File: src/rtl/tennis_scorekeeper.sv
// Tennis point/game scorekeeper: consumes point pulses, tracks server and match winner.
// Optional build macro GAME_HOLD_EN adds a post-game HOLD state that freezes point input.
//
// state | meaning
// PLAY  | accepting point pulses
// HOLD  | post-game freeze, counting down (GAME_HOLD_EN only)
// DONE  | match decided, outputs frozen until reset
module tennis_scorekeeper #(
    parameter int unsigned GAMES_TO_WIN = 6,
    parameter int unsigned HOLD_CYCLES  = 8
) (
    input  logic       clk,
    input  logic       reset,
    input  logic       point_left,
    input  logic       point_right,
    output logic [2:0] left_pts,
    output logic [2:0] right_pts,
    output logic [3:0] left_games,
    output logic [3:0] right_games,
    output logic       server,
    output logic       game_won,
    output logic       match_over,
    output logic       winner,
    output logic       deuce
);

    if (GAMES_TO_WIN < 1 || GAMES_TO_WIN > 15) begin : g_bad_games
        $error("GAMES_TO_WIN must be in 1..15");
    end
    if (HOLD_CYCLES < 1) begin : g_bad_hold
        $error("HOLD_CYCLES must be at least 1");
    end

`ifdef GAME_HOLD_EN
    localparam int unsigned CW = (HOLD_CYCLES > 1) ? $clog2(HOLD_CYCLES) : 1;
    typedef enum logic [1:0] {PLAY, HOLD, DONE} state_t;
    logic [CW-1:0] hold_cnt_q;
`else
    typedef enum logic [0:0] {PLAY, DONE} state_t;
`endif

    state_t     state_q;
    logic [2:0] left_q, right_q;
    logic [3:0] lgames_q, rgames_q;
    logic       server_q, game_won_q, match_over_q, winner_q;

    logic       valid;
    logic [2:0] x_raw, y_raw, x_pts, y_pts, x_d, y_d;
    logic [3:0] games_x_d;
    logic       win_game, final_game;

    always_comb begin
        valid      = point_left ^ point_right;
        x_raw      = point_left ? left_q  : right_q;
        y_raw      = point_left ? right_q : left_q;
        // Corrupted codes 5..7 score as if they were 0.
        x_pts      = (x_raw > 3'd4) ? 3'd0 : x_raw;
        y_pts      = (y_raw > 3'd4) ? 3'd0 : y_raw;
        x_d        = x_pts;
        y_d        = y_pts;
        win_game   = 1'b0;
        if (x_pts < 3'd3) begin
            x_d = x_pts + 3'd1;
        end else if (x_pts == 3'd3) begin
            if (y_pts < 3'd3)       win_game = 1'b1;
            else if (y_pts == 3'd3) x_d = 3'd4;
            else                    y_d = 3'd3;
        end else begin
            win_game = 1'b1;
        end
        games_x_d  = (point_left ? lgames_q : rgames_q) + 4'd1;
        final_game = (games_x_d == 4'(GAMES_TO_WIN));
    end

    always_ff @(posedge clk or posedge reset) begin
        if (reset) begin
            state_q      <= PLAY;
            left_q       <= '0;
            right_q      <= '0;
            lgames_q     <= '0;
            rgames_q     <= '0;
            server_q     <= 1'b0;
            game_won_q   <= 1'b0;
            match_over_q <= 1'b0;
            winner_q     <= 1'b0;
`ifdef GAME_HOLD_EN
            hold_cnt_q   <= '0;
`endif
        end else begin
            game_won_q <= 1'b0;
            case (state_q)
                PLAY: begin
                    if (valid) begin
                        if (win_game) begin
                            left_q     <= '0;
                            right_q    <= '0;
                            game_won_q <= 1'b1;
                            server_q   <= ~server_q;
                            if (point_left) lgames_q <= games_x_d;
                            else            rgames_q <= games_x_d;
                            if (final_game) begin
                                match_over_q <= 1'b1;
                                winner_q     <= point_right;
                                state_q      <= DONE;
                            end
`ifdef GAME_HOLD_EN
                            else begin
                                hold_cnt_q <= CW'(HOLD_CYCLES - 1);
                                state_q    <= HOLD;
                            end
`endif
                        end else begin
                            left_q  <= point_left ? x_d : y_d;
                            right_q <= point_left ? y_d : x_d;
                        end
                    end
                end
`ifdef GAME_HOLD_EN
                HOLD: begin
                    if (hold_cnt_q == '0) state_q <= PLAY;
                    else                  hold_cnt_q <= hold_cnt_q - 1'b1;
                end
`endif
                DONE: ;
                default: state_q <= PLAY;
            endcase
        end
    end

    assign left_pts    = left_q;
    assign right_pts   = right_q;
    assign left_games  = lgames_q;
    assign right_games = rgames_q;
    assign server      = server_q;
    assign game_won    = game_won_q;
    assign match_over  = match_over_q;
    assign winner      = winner_q;
    assign deuce       = (left_q == 3'd3) && (right_q == 3'd3);

endmodule

File: config.mk
export PLATFORM = sky130hd
export DESIGN_NAME = tennis_scorekeeper
export DESIGN_NICKNAME = d
export VERILOG_FILES = /design/src/rtl/tennis_scorekeeper.sv
export SDC_FILE = /design/constraint.sdc
export NUM_CORES = 1
export LEC_CHECK = 0
export CORE_ASPECT_RATIO = 1.5
export CORE_MARGIN = 8
export CORE_UTILIZATION = 52
export DETAILED_ROUTE_END_ITERATION = 10
export HOLD_SLACK_MARGIN = 0.05
export MAX_ROUTING_LAYER = met4
export PLACE_DENSITY = 0.77
export SYNTH_ARGS = -nofsm -noshare
export SYNTH_HDL_FRONTEND = slang
export SYNTH_SLANG_ARGS = --single-unit
File: constraint.sdc
create_clock -name clk -period 3.2 [get_ports clk]
set_input_delay 0.32 -clock clk [delete_from_list [all_inputs] [get_ports clk]]
set_output_delay 0.32 -clock clk [all_outputs]
set_load 0.02 [all_outputs]
==> results.md <==
- ANT nets after route: 0
- Delay of the slowest cell on the worst path: 0.59 ns
- Cell row count: 22
- Required time reported for the critical path endpoint: 3.39 ns
- Launch point of the worst path: left_pts[2]
- DR pass1 iterations: 4
- Ant diodes: 0
- CP top delay family: simple AND/OR/NAND/NOR gates
- Cts hold-fix bufs: 0
- Core Area: 2450 um^2
- Synthesis-stage register bit count: 19
- Wire length of the first global-routing pass: 5510 um
- Distinct cell type count of the synthesized netlist: 51
- Post-synthesis cell area: ~1400 um^2
- Largest cells by area after synthesis: sky130_fd_sc_hd__dfrtp_1, sky130_fd_sc_hd__xnor2_1, sky130_fd_sc_hd__ha_1
- Pins Over Slew Limit: 0
- Arr. time, crit path: ~2.9 ns
- Result of the run: finished, final reports clean
- Post-synthesis sequential area ratio: between 30% and 40%
- Clock network latency to the later pin of the worst-skew pair: about 0.30 ns
- Mean routed wirelength per cell: 17.3 um
- Post-CTS Repair Setup Buffers: 0
- Residual DRC: 0
- Average vias per placed instance: 6.24
- Reg-to-reg slack, setup: 0.54 ns
- Die outline width: 57.6 um
- Final clock period utilization by the worst path: 83.1%
- Global routing usage summed across all routing layers: 15.2%
- Iter 0 DRT Violations: around 60
- Area taken by multi-input logic gates: around 800 um^2
- Max Cap Viol: 0
- Post-route minimum period: 2.66 ns
- CTS clock-pin slew for the worst setup and hold paths: 0.11 ns
- Largest area contributor in the netlist: sky130_fd_sc_hd__dfrtp_1
- Startpoint types: register
- Synthesized instance count: 142
- Fraction of layout cells with a size suffix above 1: 11.3%
- TritonCTS clock tree: built
- Final net count: 169
- Die area: 4520 um^2
- Largest net degree at the start of global routing: 25
- Port bufs: 22
- Mean cell area of the mapped netlist: 9.52 um^2
- Final RePlAce weighted congestion: 0.930
- EDFF count, synth: 0
- Ys Warns: 0
- Overall overflow remaining after global route: 0
- H-tree depth: 1
- Highest net fanout along the worst path: 12
- Library cell contributing the largest single delay on the critical path: sky130_fd_sc_hd__dfrtp_1
- LEAKAGE: between 0.6 and 0.7 nW
- Final setup violation count: 0
- Areal power density over the cells: 976 nW/um^2
- Main synth FF type: sky130_fd_sc_hd__dfrtp_1
- Via count: 1,148
- Proportion of netlist area held by the largest area contributor: 35.2%
- Most frequent cell after synthesis: sky130_fd_sc_hd__dfrtp_1
- Root Buffer: sky130_fd_sc_hd__clkbuf_4
- Sequential standard cell area: 475 um^2
- Layout-stage area growth over the synthesis result: 17.4%
- Overall power consumption: 1.55 mW
- Total CTS buffers: 3
- CTS resizes: 0
- Number of nets produced by synthesis: 150
- Estimated wirelength of the detail-placed design: 2390 um
- Worst vdd rail ir drop: 625 uV
- Max transition margin: 50.3%
- Number of antenna violations at the first check in global routing: 0
- Aggregate negative setup slack: 0 ns
- Starting density of the core: 55.2%
- Startpoint of the lowest-slack register-to-register path: left_pts[2]
- Buffers & Inverters on Critical Path: 0
- Hold WC Path Type: in2async
- R2R Path End: winner
- IO Pins: 23
- Final hold violations: 0
- Timing-limited maximum frequency: 376 MHz
- Fraction of synthesis flops using an asynchronous set or reset pin: 100%
- Total number of clock tree sinks: 19
- Worst clock skew: just under 0.003 ns
- Total routed wirelength: 3180 um
- Fillers: 215
- Maximum root-to-sink buffer count: 2
- Logic depth of the worst register-to-register path: 8
- Transition time of the tightest slew-check pin: ~0.74 ns
- CP endpoint: winner
- Number of global-route vias before repair: 1,225
- Die boundary height: 78.5 um
- Most frequent cells after synthesis: sky130_fd_sc_hd__dfrtp_1, sky130_fd_sc_hd__nand2_1, sky130_fd_sc_hd__xnor2_1
- Classification of the worst setup path: reg2reg
- Cell Chain, Critical Path: or3b_1 > nor2_1 > a21oi_1 > ha_1 > o41a_1 > or4_4 > nor2_2 > mux2_1
- Number of cells on the critical path: 8
- Setup repair after global routing missed its margin: no
- Nature of the critical path endpoint: register
[per-stage QoR]
| step | cells | util [%] | setup slack [ns] | area (um^2) | hold WS [ns] |
|---|---|---|---|---|---|
| after floorplan | 142 | - | 0.470 | 1350 | 0.271 |
| after global placement | 180 | 63.7 | 0.301 | 1560 | 0.458 |
| after detailed placement | 180 | 63.7 | 0.238 | 1560 | 0.453 |
| after CTS | 184 | 64.8 | 0.539 | 1590 | 0.466 |
| after global routing | 184 | 64.8 | 0.412 | 1590 | 0.492 |
| final | 184 | 64.8 | 0.539 | 1590 | 0.443 |
[cells by family (layout without fill, tap and decap cells)]
logic type	after synthesis	count (layout)	share of synthesized area, %
and+or+nand+nor	55	55	26.1
AOI/OAI and AO/OA	28	28	15.0
DFF	19	19	35.2
buffers and inverters	19	37	7.22
xor gates and xnor gates	12	12	8.88
muxes	5	5	3.98
adders and majority gates	4	4	3.70
[report_power, final]
group          total (mW)  leakage (nW)  internal, mW  switching, mW
Clock               0.123        0.0150        0.0486         0.0742
Sequential          0.542         0.237         0.354          0.188
Combinational       0.885         0.394         0.443          0.442
Total                1.55         0.646         0.845          0.705
[worst register-to-register path, stage by stage, from the launching register on]
cell	delay, ns
sky130_fd_sc_hd__dfrtp_1	0.59
sky130_fd_sc_hd__or3b_1	0.40
sky130_fd_sc_hd__nor2_1	0.10
sky130_fd_sc_hd__a21oi_1	0.06
sky130_fd_sc_hd__ha_1	0.22
sky130_fd_sc_hd__o41a_1	0.15
sky130_fd_sc_hd__or4_4	0.58
sky130_fd_sc_hd__nor2_2	0.12
sky130_fd_sc_hd__mux2_1	0.33
[registers in the layout, summed over array words and instances, names as in the netlist]
register / count
right_games: 4
left_pts: 3
game_won: 1
winner: 1
left_games: 4
state_q: 1
right_pts: 3
server: 1
match_over: 1
[how the worst min path moves through the flow]
stage	end	slack (ns)	cells after the start
after detailed placement	match_over	0.45	1
after CTS	match_over	0.47	2
after floorplan	game_won	0.27	1
after global routing	match_over	0.49	1
final	right_games[3]	0.44	2
after global placement	match_over	0.46	1
[area by class of cell]
class,instances,share of cell area (%)
Inverter,7,1.65
Sequential cell,19,29.9
Clock buffer,4,1.65
Tap cell,24,1.89
Timing Repair Buffer,26,15.8
Multi-Input combinational cell,104,49.1
[placed cells by master (no fill, tap or decap), types with 3 or more instances in the layout]
master / n
sky130_fd_sc_hd__clkdlybuf4s50_1: 22
sky130_fd_sc_hd__dfrtp_1: 19
sky130_fd_sc_hd__nand2_1: 11
sky130_fd_sc_hd__xnor2_1: 7
sky130_fd_sc_hd__nor3_1: 6
sky130_fd_sc_hd__nor2_1: 6
sky130_fd_sc_hd__o21ai_0: 6
sky130_fd_sc_hd__inv_1: 6
sky130_fd_sc_hd__nand2b_1: 5
sky130_fd_sc_hd__a32o_1: 4
sky130_fd_sc_hd__ha_1: 4
sky130_fd_sc_hd__buf_4: 4
sky130_fd_sc_hd__nand3_1: 3
sky130_fd_sc_hd__xor2_1: 3
sky130_fd_sc_hd__a21oi_1: 3
sky130_fd_sc_hd__o211ai_1: 3
sky130_fd_sc_hd__clkbuf_4: 3
[metal layers]
metal	share of wire (%)	track usage, %	vias to the layer above
met1	38	15.2	554
met3	4.8	3.10	9
met4	1.6	6.30	0
met5	0	-	-
li1	-	-	539
met2	55	27.5	46
(Power assumes the default switching activity.)
